$ cat config.mk
export PLATFORM = sky130hd
export DESIGN_NAME = divider_32bit_seq_flat
export DESIGN_NICKNAME = d
export VERILOG_FILES = /design/src/rtl/divider_pkg.sv /design/src/rtl/divider_32bit_seq_if.sv /design/src/rtl/divider_32bit_step.sv /design/src/rtl/divider_32bit_seq.sv /design/src/flat_wrapper.sv
export SDC_FILE = /design/constraint.sdc
export NUM_CORES = 1
export LEC_CHECK = 0
export CAP_MARGIN = 30
export CORE_ASPECT_RATIO = 1.1
export CORE_MARGIN = 4
export CORE_UTILIZATION = 35
export DETAILED_ROUTE_END_ITERATION = 7
export GPL_TIMING_DRIVEN = 1
export HOLD_SLACK_MARGIN = 0.08
export SKIP_CTS_REPAIR_TIMING = 1
export SLEW_MARGIN = 20
export SYNTH_ARGS = -nofsm -noshare
export SYNTH_HDL_FRONTEND = slang
export SYNTH_HIERARCHICAL = 1
export SYNTH_SLANG_ARGS = --single-unit
$ cat constraint.sdc
create_clock -name clk -period 4.2 [get_ports clk]
set_input_delay 0.84 -clock clk [delete_from_list [all_inputs] [get_ports clk]]
set_output_delay 0.84 -clock clk [all_outputs]
set_load 0.01 [all_outputs]
$ cat src/rtl/divider_pkg.sv
// Shared definitions for the sequential restoring divider.
package divider_pkg;

  localparam int WIDTH = 32;
  localparam int CNT_W = 6;

  typedef enum logic [1:0] {
    IDLE = 2'b00,
    RUN  = 2'b01,
    DONE = 2'b10
  } state_t;

endpackage

$ cat src/rtl/divider_32bit_seq_if.sv
// Start/done handshake and operand/result bus of the divider.
interface divider_32bit_seq_if #(
  parameter int W = divider_pkg::WIDTH
);

  logic         start;
  logic [W-1:0] dividend;
  logic [W-1:0] divisor;
  logic [W-1:0] quotient;
  logic [W-1:0] remainder;
  logic         busy;
  logic         done;
  logic         div_by_zero;

  modport master (
    output start, dividend, divisor,
    input  quotient, remainder, busy, done, div_by_zero
  );

  modport slave (
    input  start, dividend, divisor,
    output quotient, remainder, busy, done, div_by_zero
  );

endinterface

$ cat src/rtl/divider_32bit_step.sv
// One restoring shift-subtract iteration on the {remainder, quotient} register.
module divider_32bit_step
  import divider_pkg::*;
#(
  parameter int WIDTH = divider_pkg::WIDTH
) (
  input  logic [2*WIDTH-1:0] sreg,
  input  logic [WIDTH-1:0]   divisor,
  output logic [2*WIDTH-1:0] sreg_next
);

  // Upper half after the left shift, keeping the bit shifted out of the top;
  // without it a partial remainder near 2^WIDTH would be truncated.
  logic [WIDTH:0]   partial;
  logic             fits;
  logic [WIDTH-1:0] diff;

  assign partial = sreg[2*WIDTH-1:WIDTH-1];
  assign fits    = (partial >= {1'b0, divisor});
  // When the divisor fits, the difference is below the divisor, so WIDTH bits suffice.
  assign diff    = partial[WIDTH-1:0] - divisor;

  // Subtract and set a quotient bit, or restore and shift in a zero.
  always_comb begin
    sreg_next = {sreg[2*WIDTH-2:0], 1'b0};
    if (fits) begin
      sreg_next = {diff, sreg[WIDTH-2:0], 1'b1};
    end
  end

endmodule

$ cat src/rtl/divider_32bit_seq.sv
// Sequential unsigned restoring divider: control FSM, iteration counter and
// result registers around the combinational step.
//
// state | meaning
// IDLE  | waiting for start; last result held on the outputs
// RUN   | one shift-subtract iteration per clock, WIDTH iterations
// DONE  | final register state; results and done register on the way out
module divider_32bit_seq
  import divider_pkg::*;
#(
  parameter int WIDTH = divider_pkg::WIDTH,
  parameter int CNT_W = divider_pkg::CNT_W
) (
  input  logic               clk,
  input  logic               rst,
  divider_32bit_seq_if.slave bus
);

  state_t             state_q, state_d;
  logic [2*WIDTH-1:0] sreg_q, sreg_step;
  logic [WIDTH-1:0]   dvsr_q;
  logic [WIDTH-1:0]   quot_q, rem_q;
  logic [CNT_W-1:0]   cnt_q;
  logic               done_q, dz_q;
  logic               accept, last_iter;

  // done_q high means the result is being presented; a start then is ignored.
  assign accept    = bus.start && (state_q == IDLE) && !done_q;
  assign last_iter = (cnt_q == CNT_W'(WIDTH - 1));

  divider_32bit_step #(.WIDTH(WIDTH)) u_step (
    .sreg      (sreg_q),
    .divisor   (dvsr_q),
    .sreg_next (sreg_step)
  );

  // Next-state decode; the unused encoding falls back to IDLE.
  always_comb begin
    state_d = state_q;
    case (state_q)
      IDLE:    if (accept) state_d = (bus.divisor == '0) ? DONE : RUN;
      RUN:     if (last_iter) state_d = DONE;
      DONE:    state_d = IDLE;
      default: state_d = IDLE;
    endcase
  end

  // State register.
  always_ff @(posedge clk or negedge rst) begin
    if (!rst) state_q <= IDLE;
    else      state_q <= state_d;
  end

  // Operand capture, iteration datapath and result registers.
  always_ff @(posedge clk or negedge rst) begin
    if (!rst) begin
      sreg_q <= '0;
      dvsr_q <= '0;
      cnt_q  <= '0;
      quot_q <= '0;
      rem_q  <= '0;
      done_q <= 1'b0;
      dz_q   <= 1'b0;
    end else begin
      done_q <= (state_q == DONE);
      if (accept) begin
        sreg_q <= {{WIDTH{1'b0}}, bus.dividend};
        dvsr_q <= bus.divisor;
        cnt_q  <= '0;
        dz_q   <= 1'b0;
      end else if (state_q == RUN) begin
        sreg_q <= sreg_step;
        cnt_q  <= cnt_q + CNT_W'(1);
      end
      if (state_q == DONE) begin
        // A zero divisor skipped RUN, so the lower half still holds the dividend.
        if (dvsr_q == '0) begin
          quot_q <= '1;
          rem_q  <= sreg_q[WIDTH-1:0];
          dz_q   <= 1'b1;
        end else begin
          quot_q <= sreg_q[WIDTH-1:0];
          rem_q  <= sreg_q[2*WIDTH-1:WIDTH];
        end
      end
    end
  end

  assign bus.quotient    = quot_q;
  assign bus.remainder   = rem_q;
  assign bus.done        = done_q;
  assign bus.div_by_zero = dz_q;
  assign bus.busy        = (state_q != IDLE) || done_q;

endmodule
$ cat src/flat_wrapper.sv
// flat-port wrapper written by rule: the top's interface ports become plain ports
module divider_32bit_seq_flat import divider_pkg::*;
#(
  parameter int WIDTH = divider_pkg::WIDTH,
  parameter int CNT_W = divider_pkg::CNT_W
)
  (clk, rst, bus_start, bus_dividend, bus_divisor, bus_quotient, bus_remainder, bus_busy, bus_done, bus_div_by_zero);
  divider_32bit_seq_if bus_i ();
  input  logic clk;
  input  logic rst;
  input wire logic [$bits(bus_i.start)-1:0] bus_start;
  input wire logic [$bits(bus_i.dividend)-1:0] bus_dividend;
  input wire logic [$bits(bus_i.divisor)-1:0] bus_divisor;
  output wire logic [$bits(bus_i.quotient)-1:0] bus_quotient;
  output wire logic [$bits(bus_i.remainder)-1:0] bus_remainder;
  output wire logic [$bits(bus_i.busy)-1:0] bus_busy;
  output wire logic [$bits(bus_i.done)-1:0] bus_done;
  output wire logic [$bits(bus_i.div_by_zero)-1:0] bus_div_by_zero;
  assign bus_i.start = bus_start;
  assign bus_i.dividend = bus_dividend;
  assign bus_i.divisor = bus_divisor;
  assign bus_quotient = bus_i.quotient;
  assign bus_remainder = bus_i.remainder;
  assign bus_busy = bus_i.busy;
  assign bus_done = bus_i.done;
  assign bus_div_by_zero = bus_i.div_by_zero;
  divider_32bit_seq #(.WIDTH(WIDTH), .CNT_W(CNT_W)) u_core (.clk(clk), .rst(rst), .bus(bus_i));
endmodule
==> results of run 1 <==
## registers in the layout, indices dropped and copies added (netlist names)
signal                  cells
u_core/bus.div_by_zero      1
u_core/bus.remainder       32
u_core/cnt_q                6
u_core/sreg_q              64
u_core/dvsr_q              32
u_core/state_q              2
u_core/bus.done             1
u_core/bus.quotient        32
## cell type report
cell class | count | share of cell area
Clock buffer | 17 | 0.03590
Timing Repair Buffer | 148 | 0.1241
Clock inverter | 15 | 0.01510
Sequential cell | 170 | 0.3590
Tap cell | 363 | 0.03833
Multi-Input combinational cell | 739 | 0.4136
Inverter | 44 | 0.01394
## cell families (layout without fill, tap and decap cells)
group	after synthesis	count (layout)
adder cells (fa/ha/maj)	34	34
multiplexers	64	64
AND/OR/NAND/NOR	325	325
flip-flops	170	170
AO/OA/AOI/OAI	285	285
buffers and inverters	146	224
XOR/XNOR	31	31
## through the flow
| stage | cells | util | cell area [um^2] |
|---|---|---|---|
| 2_1_floorplan | 1055 | - | 9967 |
| 3_3_place_gp | 1464 | 0.4024 | 11240 |
| 3_5_place_dp | 1464 | 0.4024 | 11240 |
| 4_1_cts | 1496 | 0.4240 | 11850 |
| 5_1_grt | 1496 | 0.4240 | 11850 |
| 6_report | 1496 | 0.4240 | 11850 |
## worst max-delay path by stage
stage	depth (start not counted)	to	slack (ns)
after global placement	12	u_core/sreg_q[41]$_DFFE_PN0P_	0.45
after CTS	12	u_core/sreg_q[50]$_DFFE_PN0P_	0.40
after global routing	12	u_core/sreg_q[41]$_DFFE_PN0P_	0.19
after floorplan	14	u_core/sreg_q[0]$_DFFE_PN0P_	1.16
final	12	u_core/sreg_q[44]$_DFFE_PN0P_	0.41
after detailed placement	12	u_core/sreg_q[44]$_DFFE_PN0P_	0.42
## layer usage
layer  global-route usage  up-vias  wire length, um
met5                    0        -                0
met4              0.04383        0              399
met3              0.03180       22             1104
met2               0.2775      163            12210
met1               0.2325     3789            12520
li1                     -     3830                -
## cell usage in the layout, fill, tap and decap left out, types with 12 or more instances in the layout
cell type and count:
dfrtp_1 170, clkdlybuf4s50_1 132, nor2_1 126, nand2_1 92, a21oi_1 91, o21ai_0 45
inv_1 42, a21o_1 41, mux2_2 35, a22o_1 34, ha_1 33, nand3_1 29
a31oi_1 27, xnor2_1 19, nor4_1 18, clkbuf_16 17, mux2_1 17, nand4_1 16
buf_4 13, xor2_1 12
## power groups by stage
| stage | registers (uW) | logic (uW) | clock network [uW] |
|---|---|---|---|
| after CTS | 3110 | 6470 | 1680 |
| after global routing | 3220 | 7200 | 1740 |
| final | 3100 | 6460 | 1630 |
| after global placement | 3120 | 6380 | 0 |
| after floorplan | 3000 | 5120 | 0 |
| after detailed placement | 3140 | 6430 | 0 |
==> summary.md, run 1 <==
| Metric | Value |
|---|---|
| Starting DRT DRC Count | `489` |
| Simple-gate area share of the yosys netlist | `0.1538` |
| Unrepaired setup endpoints after global routing | `false` |
| Number of hold violations in the final report | `0` |
| Total number of placement rows | `64` |
| Post-synthesis to final-layout area growth | `18.88%` |
| Clk_lat worst skew | `0.43 ns` |
| First-pass GRT wire length | `42750 um` |
| Yosys synthesis warning count | `6` |
| Worst-case headroom to the max-slew limit | `0.4161` |
| Synth async-reset ratio | `1.000` |
| Upper clock frequency limit | `0.2641 GHz` |
| P_leak | `0.005310 uW` |
| Area of the die | `31240 um^2` |
| Run status | `finished clean` |
| Grt total ovfl | `0` |
| Top delay family on crit path | `simple AND/OR/NAND/NOR gates` |
| Number of cells produced by synthesis | `1055` |
| Worst-margin pin slew | `0.8758 ns` |
| Switching Power | `4669 uW` |
| Final cycle utilization of the critical path | `0.9015` |
| Total wire length | `26240 um` |
| Worst Clk Skew | `0.01528 ns` |
| All-Layer GR Usage | `0.1695` |
| Reg2reg end | `u_core/sreg_q[44]$_DFFE_PN0P_` |
| Crit. End Element | `flop` |
| Dpl ws | `0.4154 ns` |
| Starting density of the core | `0.3566` |
| CTS clock-pin slew for the worst setup and hold paths | `0.08 ns` |
| Count of TritonRoute iterations in the first routing pass | `4` |
| Number of sinks driven by the clock tree | `170` |
| Maximum number of pins on one net before global-route repair | `91` |
| Max stage delay on crit path | `0.57 ns` |
| Filler cell count in the final layout | `2733` |
| Standard cell core area | `27950 um^2` |
| Shortest clock period the worst path allows after layout | `3.786 ns` |
| Die Span Y | `185.0 um` |
| Die width | `168.9 um` |
| Final setup violation count | `0` |
| Setup crit start | `u_core/sreg_q[42]$_DFFE_PN0P_` |
| Number of antenna-violating nets in the routed design | `0` |
| Antenna diodes | `0` |
| Ports placed on the boundary | `134` |
| Count of buffers inserted at the top-level ports | `133` |
| Area used by multi-input combinational logic | `4901 um^2` |
| Routed wirelength normalized by instance count | `17.54 um` |
| Largest area contributor in the synthesized netlist | `dfrtp_1` |
| Final TNS setup | `0 ns` |
| Via count of the first global-routing pass | `7842` |
| Layout net count | `1221` |
| Top post-synthesis cells by count | `dfrtp_1 (170), nor2_1 (127), nand2_1 (92)` |
| Primary flip-flop cell chosen by synthesis mapping | `dfrtp_1` |
| Seq cells post-synth | `170` |
| Storage element area | `4254 um^2` |
| Final setup margin | `0.4136 ns` |
| Clock Power Share | `0.146` |
| Largest family of logic cells by synthesized area | `compound AO/OA/AOI/OAI gates` |
| Count of final max-slew check failures | `0` |
| Dominant cell by count in the synthesized netlist | `dfrtp_1` |
| Data required time of the critical path | `4.50 ns` |
| Worst VDD drop | `0.4370 mV` |
| Clock tree from TritonCTS | `yes` |
| Cell area after synthesis | `9967 um^2` |
| Number of enable flip-flop cells after synthesis | `0` |
| Number of antenna violations at the first check in global routing | `0` |
| Number of buffers inserted during clock tree synthesis | `17` |
| Reg2Reg Setup Slack | `0.41 ns` |
| Post-detailed-placement half-perimeter wirelength | `19210 um` |
| Cell breakdown of the critical path | `ha_1, nand4_1, nor3_1, o211ai_1, nor4b_4, o21ai_2, a31oi_4, o21a_4, inv_2, mux2_2, nand2_1, a21oi_1` |
| Power Dens Cells | `944.4 nW/um^2` |
| Routability congestion estimate from global placement | `0.8558` |
| Ranking of synthesized cells by area | `dfrtp_1 (43%), nor2_1 (4.8%), a21oi_1 (4.6%), ha_1 (4.1%), mux2_2 (4.0%)` |
| Maxcap violations | `0` |
| Number of remaining DRC errors | `0` |
| Adder and majority cell fraction of the synthesized area | `0.04343` |
| Share of cell area taken by muxes after synthesis | `0.07532` |
| Sequential power share | `0.277` |
| CP Launch Type | `flop` |
| Worst-path fanout max | `29` |
| XOR/XNOR share of the synthesized area | `0.02724` |
| Internal power | `6521 uW` |
| Number of vias per cell after detailed routing | `5.217` |
| Unique masters post-synth | `62` |
| Mapped Nets | `1156` |
| Sequential fraction of the synthesis area | `0.4268` |
| Comb pwr share | `0.577` |
| R2R Path Start | `u_core/sreg_q[42]$_DFFE_PN0P_` |
| Post-synthesis compound-gate area fraction | `0.1909` |
| H-tree level count | `4` |
| Fraction of synthesized cell area taken by the top area cell type | `0.4268` |
| Number of buffers and inverters on the critical path | `1` |
| Arr. time, crit path | `4.09 ns` |
| Fraction of final layout cells with drive strength greater than 1 | `0.1147` |
| Syn avg cell area | `9.447 um^2` |
| Max Root-Sink Buffers | `2` |
| Critical-path cell with the highest stage delay | `inv_2` |
| FF-to-FF path depth | `12` |
| Hold Crit Class | `in -> async` |
| Final hold slack | `0.4638 ns` |
| Critical path class | `reg -> reg` |
| PnR Total Power | `11190 uW` |
| Clock tree root driver cell | `clkbuf_16` |
| Switching portion of total power | `0.4173` |
| Vias | `7804` |
Note: power is estimated with default switching activity, not from simulation.
==> inputs of run 2 (changes only) <==
Settings changed: ABC_AREA set to 1.
==> summary.md, run 2 <==
| Metric | Value |
|---|---|
| Run status | `finished clean` |
| Yosys synthesis warning count | `6 (unchanged)` |
| Fraction of final layout cells with drive strength greater than 1 | `0.06203 (-0.05271)` |
| All-Layer GR Usage | `0.1810 (+0.01145)` |
| Count of TritonRoute iterations in the first routing pass | `6 (+2)` |
| Die width | `176.7 um (+4.6%)` |
| Critical-path cell with the highest stage delay | `dfrtp_1` |
| Clock tree from TritonCTS | `yes` |
| Vias | `9645 (+24%)` |
| Worst-margin pin slew | `0.8600 ns (-0.01588 ns)` |
| Count of buffers inserted at the top-level ports | `133 (unchanged)` |
| Grt total ovfl | `0 (unchanged)` |
| H-tree level count | `4 (unchanged)` |
| Largest area contributor in the synthesized netlist | `dfrtp_1` |
| Standard cell core area | `30680 um^2 (+9.8%)` |
| Power Dens Cells | `937.1 nW/um^2 (-0.78%)` |
| Post-synthesis to final-layout area growth | `17.95%` |
| Max Root-Sink Buffers | `2 (unchanged)` |
| CTS clock-pin slew for the worst setup and hold paths | `0.07 ns (about the same)` |
| Final hold slack | `0.2983 ns (-0.1656 ns)` |
| Worst Clk Skew | `0.01514 ns (-0.0001331 ns)` |
| Register bank with the most flops | `u_core/sreg_q` |
| Most Frequent Cell on Critical Path | `nand2_1` |
| Maxcap violations | `0 (unchanged)` |
| Mapped Nets | `1612 (+39%)` |
| Count of final max-slew check failures | `0 (unchanged)` |
| Total number of placement rows | `67 (+4.7%)` |
| Critical path class | `reg -> reg` |
| Reg2Reg Setup Slack | `1.48 ns (+1.06 ns)` |
| CP Launch Type | `flop` |
| Synth async-reset ratio | `1.000 (unchanged)` |
| Shortest clock period the worst path allows after layout | `2.723 ns (-1.064 ns)` |
| Starting density of the core | `0.3573 (+0.0006678)` |
| Fraction of synthesized cell area taken by the top area cell type | `0.3880 (-0.03877)` |
| Starting DRT DRC Count | `758 (+55%)` |
| Number of antenna-violating nets in the routed design | `0 (unchanged)` |
| Worst-path fanout max | `35 (+21%)` |
| Number of vias per cell after detailed routing | `4.799 (-8.0%)` |
| Total wire length | `30580 um (+17%)` |
| Hold Crit Class | `in -> async` |
| Primary flip-flop cell chosen by synthesis mapping | `dfrtp_1` |
| Worst-case headroom to the max-slew limit | `0.4259 (+0.009754)` |
| Final TNS setup | `0 ns (unchanged)` |
| P_leak | `0.006633 uW (+25%)` |
| Seq cells post-synth | `170 (unchanged)` |
| Most common cell after layout, fill and taps aside | `nand2_1` |
| FF-to-FF path depth | `15 (+3)` |
| Number of antenna violations at the first check in global routing | `0 (unchanged)` |
| Unique masters post-synth | `38 (-39%)` |
| Number of enable flip-flop cells after synthesis | `0 (unchanged)` |
| Upper clock frequency limit | `0.3673 GHz (+39%)` |
| Reg2reg end | `u_core/sreg_q[34]$_DFFE_PN0P_` |
| Via count of the first global-routing pass | `9482 (+21%)` |
| Area of the die | `34220 um^2 (+9.5%)` |
| Routability congestion estimate from global placement | `0.9137 (+6.8%)` |
| Final setup violation count | `0 (unchanged)` |
| Number of sinks driven by the clock tree | `170 (unchanged)` |
| Cell area after synthesis | `10960 um^2 (+10%)` |
| Antenna diodes | `0 (unchanged)` |
| Number of hold violations in the final report | `0 (unchanged)` |
| Area of all placed cells without fillers | `12930 um^2 (+9.1%)` |
| Data required time of the critical path | `4.52 ns (+0.02 ns)` |
| Unrepaired setup endpoints after global routing | `false` |
| Flip-flop count of the largest register, all copies and words added | `64 (unchanged)` |
| Clk_lat worst skew | `0.44 ns (about the same)` |
| Arr. time, crit path | `3.05 ns (-1.04 ns)` |
| Cell breakdown of the critical path | `ha_1, nand2_1, nand2_1, inv_1, nand2_1, nand2_1, nand3_2, nand2_2, nand2_2, nand2_4, nand2_8, nand2_1, nand2_1, a22oi_1, inv_1` |
| Die Span Y | `193.6 um (+4.7%)` |
| First-pass GRT wire length | `50490 um (+18%)` |
| Dominant cell by count in the synthesized netlist | `nand2_1` |
| Layout net count | `1685 (+38%)` |
| Max stage delay on crit path | `0.42 ns (-0.15 ns)` |
| Ports placed on the boundary | `134 (unchanged)` |
| Number of cells produced by synthesis | `1511 (+43%)` |
| Number of remaining DRC errors | `0 (unchanged)` |
| Area of placed instances | `12300 um^2 (+9.3%)` |
| Syn avg cell area | `7.255 um^2 (-23%)` |
| Top post-synthesis cells by count | `nand2_1 (525), inv_1 (254), dfrtp_1 (170)` |
| Final cycle utilization of the critical path | `0.6482 (-0.2533)` |
| Sequential fraction of the synthesis area | `0.3880 (-0.03877)` |
| Post-detailed-placement half-perimeter wirelength | `23090 um (+20%)` |
| Routed wirelength normalized by instance count | `15.21 um (-13%)` |
| R2R Path Start | `u_core/sreg_q[35]$_DFFE_PN0P_` |
| Commonest cells after routing, fill and taps aside | `nand2_1 (525), inv_1 (254), dfrtp_1 (170)` |
| Maximum number of pins on one net before global-route repair | `102 (+12%)` |
| Crit. End Element | `flop` |
| Number of buffers inserted during clock tree synthesis | `17 (unchanged)` |
| Worst VDD drop | `0.3828 mV (-12%)` |
| Ranking of synthesized cells by area | `dfrtp_1 (39%), nand2_1 (18%), inv_1 (8.7%), nand3_1 (3.9%), ha_1 (3.8%)` |
| Clock tree root driver cell | `clkbuf_16` |
==> run 2: changes by cell type after synthesis, sizes merged, moves of 61 or more <==
cell    delta
nand2    +441
inv      +217
a21oi     -70
nand3     +63
mux2      -61
o211ai    +61
==> run 2: cell type report <==
type                            instances  area [um^2]
Sequential cell                       170         4254
Fill cell                            3231        17750
Timing Repair Buffer                  145         1443
Inverter                              261        979.7
Tap cell                              414        518.0
Clock inverter                         12        165.2
Clock buffer                           19        442.9
Multi-Input combinational cell        989         5129
==> run 2: worst max-delay path by stage <==
stage	startpoint	to	cells past startpoint
after global routing	u_core/sreg_q[34]$_DFFE_PN0P_	u_core/sreg_q[41]$_DFFE_PN0P_	15
after global placement	u_core/sreg_q[55]$_DFFE_PN0P_	u_core/sreg_q[33]$_DFFE_PN0P_	10
after detailed placement	bus_start	u_core/sreg_q[9]$_DFFE_PN0P_	6
final	u_core/sreg_q[35]$_DFFE_PN0P_	u_core/sreg_q[34]$_DFFE_PN0P_	15
after CTS	u_core/sreg_q[60]$_DFFE_PN0P_	u_core/sreg_q[33]$_DFFE_PN0P_	10
after floorplan	u_core/sreg_q[31]$_DFFE_PN0P_	u_core/sreg_q[48]$_DFFE_PN0P_	15
==> run 2: cell families (layout without fill, tap and decap cells) <==
logic type,after synthesis,count (layout),synth area share
DFF,170,170,0.3880
buffers and inverters,352,437,0.1446
adders and majority gates,34,34,0.03949
AOI/OAI and AO/OA,191,191,0.1223
and+or+nand+nor,750,750,0.2943
xor gates and xnor gates,14,14,0.01118
==> run 2: metal layers <==
layer	share of wire	up-vias	GRT usage
met4	0.016	0	0.04729
li1	-	4866	-
met2	0.45	259	0.2801
met5	0	-	0
met3	0.055	26	0.02808
met1	0.48	4494	0.2647
==> run 2: critical path: cells and delay by family, from the launching register on <==
family / cells / cell delay [ns]
and+or+nand+nor: 11 / 1.43
buffers and inverters: 2 / 0.17
adders and majority gates: 1 / 0.40
DFF: 1 / 0.42
AOI/OAI and AO/OA: 1 / 0.19
==> run 2: stage by stage <==
| step | std cells | total power [uW] | setup slack, ns | util |
|---|---|---|---|---|
| floorplan | 1511 | 8493 | 2.182 | - |
| global placement | 1978 | 10350 | 1.516 | 0.4007 |
| detailed placement | 1978 | 10440 | 1.486 | 0.4007 |
| CTS | 2009 | 12160 | 1.515 | 0.4206 |
| global route | 2010 | 13330 | 1.277 | 0.4215 |
| finish | 2010 | 12120 | 1.477 | 0.4215 |
==> run 2: power by group <==
group,switching (uW),leakage [uW],total (uW),internal (uW)
combinational,4520,0.00433,7380,2850
clock,700,0.000286,1660,958
sequential,635,0.00202,3080,2450
==> inputs of run 3 (changes only) <==
Clock period 4.2 ns to 2.4 ns, I/O delays scaled along.
==> summary.md, run 3 (synthesized netlist as in run 2, its figures left out) <==
| Metric | Value |
|---|---|
| Starting DRT DRC Count | `689 (-9.1%)` |
| Upper clock frequency limit | `0.4249 GHz (+16%)` |
| Grt total ovfl | `0 (unchanged)` |
| Run status | `finished clean` |
| Final setup violation count | `0 (unchanged)` |
| Maximum number of pins on one net before global-route repair | `72 (-29%)` |
| Post-detailed-placement half-perimeter wirelength | `24530 um (+6.2%)` |
| Critical path class | `reg -> reg` |
| Number of antenna-violating nets in the routed design | `0 (unchanged)` |
| Crit. End Element | `flop` |
| Routability congestion estimate from global placement | `0.9805 (+7.3%)` |
| End point of the most critical hold path | `u_core/bus.div_by_zero$_DFF_PN0_` |
| Total wire length | `32700 um (+6.9%)` |
| Count of final max-slew check failures | `0 (unchanged)` |
| Fraction of final layout cells with drive strength greater than 1 | `0.1638 (+0.1017)` |
| R2R Path Start | `u_core/sreg_q[56]$_DFFE_PN0P_` |
| Post-synthesis to final-layout area growth | `30.30%` |
| Reg2Reg Setup Slack | `0.05 ns (-1.43 ns)` |
| Standard cell core area | `30680 um^2 (unchanged)` |
| Vias | `9968 (+3.3%)` |
| Clock tree from TritonCTS | `yes` |
| CTS clock-pin slew for the worst setup and hold paths | `0.07 ns (about the same)` |
| Count of buffers inserted at the top-level ports | `133 (unchanged)` |
| Uppermost metal layer occupied by signal nets | `met4` |
| All-Layer GR Usage | `0.1845 (+0.003550)` |
| Number of vias per cell after detailed routing | `4.776 (-0.46%)` |
| Number of cells after detailed placement | `2038 (+3.0%)` |
| Wire length on met2 | `14920 um (+8.8%)` |
| Clk_lat worst skew | `0.44 ns (about the same)` |
| CP Launch Type | `flop` |
| Number of buffers inserted during clock tree synthesis | `17 (unchanged)` |
| Max Root-Sink Buffers | `2 (unchanged)` |
| FF-to-FF path depth | `11 (-4)` |
| Routed wirelength normalized by instance count | `15.67 um (+3.0%)` |
| Die width | `176.7 um (unchanged)` |
| Final TNS setup | `0 ns (unchanged)` |
| Data required time of the critical path | `2.73 ns (-1.79 ns)` |
| Number of hold violations in the final report | `0 (unchanged)` |
| Via count of the first global-routing pass | `9623 (+1.5%)` |
| Area of all placed cells without fillers | `14290 um^2 (+10%)` |
| Most common cell after layout, fill and taps aside | `nand2_1` |
| Power Dens Cells | `1700 nW/um^2 (+81%)` |
| Worst Hold Depth | `2` |
| Filler cell count in the final layout | `3126 (-3.2%)` |
| Count of TritonRoute iterations in the first routing pass | `5 (-1)` |
| Worst VDD drop | `0.6607 mV (+73%)` |
| Total number of placement rows | `67 (unchanged)` |
| Area of placed instances | `12860 um^2 (+4.6%)` |
| Register bank with the most flops | `u_core/sreg_q` |
| Area of the die | `34220 um^2 (unchanged)` |
| Worst-path fanout max | `7 (-80%)` |
| Antenna diodes | `0 (unchanged)` |
| Clock tree root driver cell | `clkbuf_16` |
| Number of sinks driven by the clock tree | `170 (unchanged)` |
| H-tree level count | `4 (unchanged)` |
| Flip-flop count of the largest register, all copies and words added | `64 (unchanged)` |
| Routed length on met3 | `1764 um (+5.1%)` |
| P_leak | `0.007111 uW (+7.2%)` |
| Commonest cells after routing, fill and taps aside | `nand2_1 (507), inv_1 (249), dfrtp_1 (163)` |
| Number of antenna violations at the first check in global routing | `0 (unchanged)` |
| Source of the worst hold timing path | `u_core/bus.div_by_zero$_DFF_PN0_` |
| Maxcap violations | `0 (unchanged)` |
| Worst-case headroom to the max-slew limit | `0.4995 (+0.07367)` |
| Final cycle utilization of the critical path | `0.9806 (+0.3323)` |
| First-pass GRT wire length | `51260 um (+1.5%)` |
| Final hold slack | `0.4858 ns (+0.1876 ns)` |
| Shortest clock period the worst path allows after layout | `2.353 ns (-0.3692 ns)` |
| Reg2reg end | `u_core/sreg_q[61]$_DFFE_PN0P_` |
| Starting density of the core | `0.3573 (unchanged)` |
| Number of remaining DRC errors | `0 (unchanged)` |
| Met1 layer wirelength in the final routing | `15550 um (+5.9%)` |
| Arr. time, crit path | `2.68 ns (-0.37 ns)` |
| Worst-margin pin slew | `0.7496 ns (-0.1103 ns)` |
| Unrepaired setup endpoints after global routing | `true` |
| Hold Crit Class | `reg -> reg` |
| Worst Clk Skew | `0.008435 ns (-0.006707 ns)` |
| Die Span Y | `193.6 um (unchanged)` |
| Layout net count | `1761 (+4.5%)` |
| Ports placed on the boundary | `134 (unchanged)` |
| Number of standard cells in the layout, taps in and fillers out | `2087 (+3.8%)` |
-- run 3: area by class of cell --
type	count	area, um^2	area share
tap	414	518.0	0.03626
inverter	261	979.7	0.06858
clock inverter	14	163.9	0.01147
sequential	170	4263	0.2984
clock buffer	18	439.2	0.03074
timing repair buffer	219	2152	0.1507
multi-input combinational	991	5769	0.4039
-- run 3: power breakdown --
part	internal (uW)	leakage (uW)	total, uW	switching (uW)
clock	1510	0.000288	2800	1300
combinational	6860	0.00481	16100	9210
sequential	4290	0.00201	5410	1110
-- run 3: per-layer routing --
layer  up-vias  GRT usage
li1       5003          -
met1      4673     0.2760
met2       263     0.2813
met3        29    0.02808
met4         0    0.04357
met5         -          0
-- run 3: critical path, stage by stage (launching register included) --
cell and delay, ns:
dfrtp_1 0.47, ha_4 0.33, nand2_1 0.11, nor2_2 0.16, nand2_2 0.10, nor3_4 0.27
nand2_8 0.18, clkbuf_16 0.22, nand3_1 0.10, nand2_1 0.08, a22oi_2 0.15, inv_1 0.05
-- run 3: through the flow --
step | power [uW] | worst slack (ns) | util
global route | 26400 | -0.05721 | 0.4656
floorplan | 14860 | 0.3818 | -
CTS | 22350 | -0.1058 | 0.4387
finish | 24290 | 0.04661 | 0.4656
global placement | 19310 | -0.07632 | 0.4191
detailed placement | 19450 | -0.08724 | 0.4191
-- run 3: worst max path at each step --
stage / from / to / slack, ns
floorplan: u_core/sreg_q[31]$_DFFE_PN0P_ / u_core/sreg_q[48]$_DFFE_PN0P_ / 0.38
detailed placement: u_core/sreg_q[31]$_DFFE_PN0P_ / u_core/sreg_q[56]$_DFFE_PN0P_ / -0.09
CTS: u_core/sreg_q[31]$_DFFE_PN0P_ / u_core/sreg_q[56]$_DFFE_PN0P_ / -0.11
finish: u_core/sreg_q[56]$_DFFE_PN0P_ / u_core/sreg_q[61]$_DFFE_PN0P_ / 0.05
global placement: u_core/sreg_q[31]$_DFFE_PN0P_ / u_core/sreg_q[56]$_DFFE_PN0P_ / -0.08
global route: u_core/dvsr_q[29]$_DFFE_PN0P_ / u_core/sreg_q[39]$_DFFE_PN0P_ / -0.06
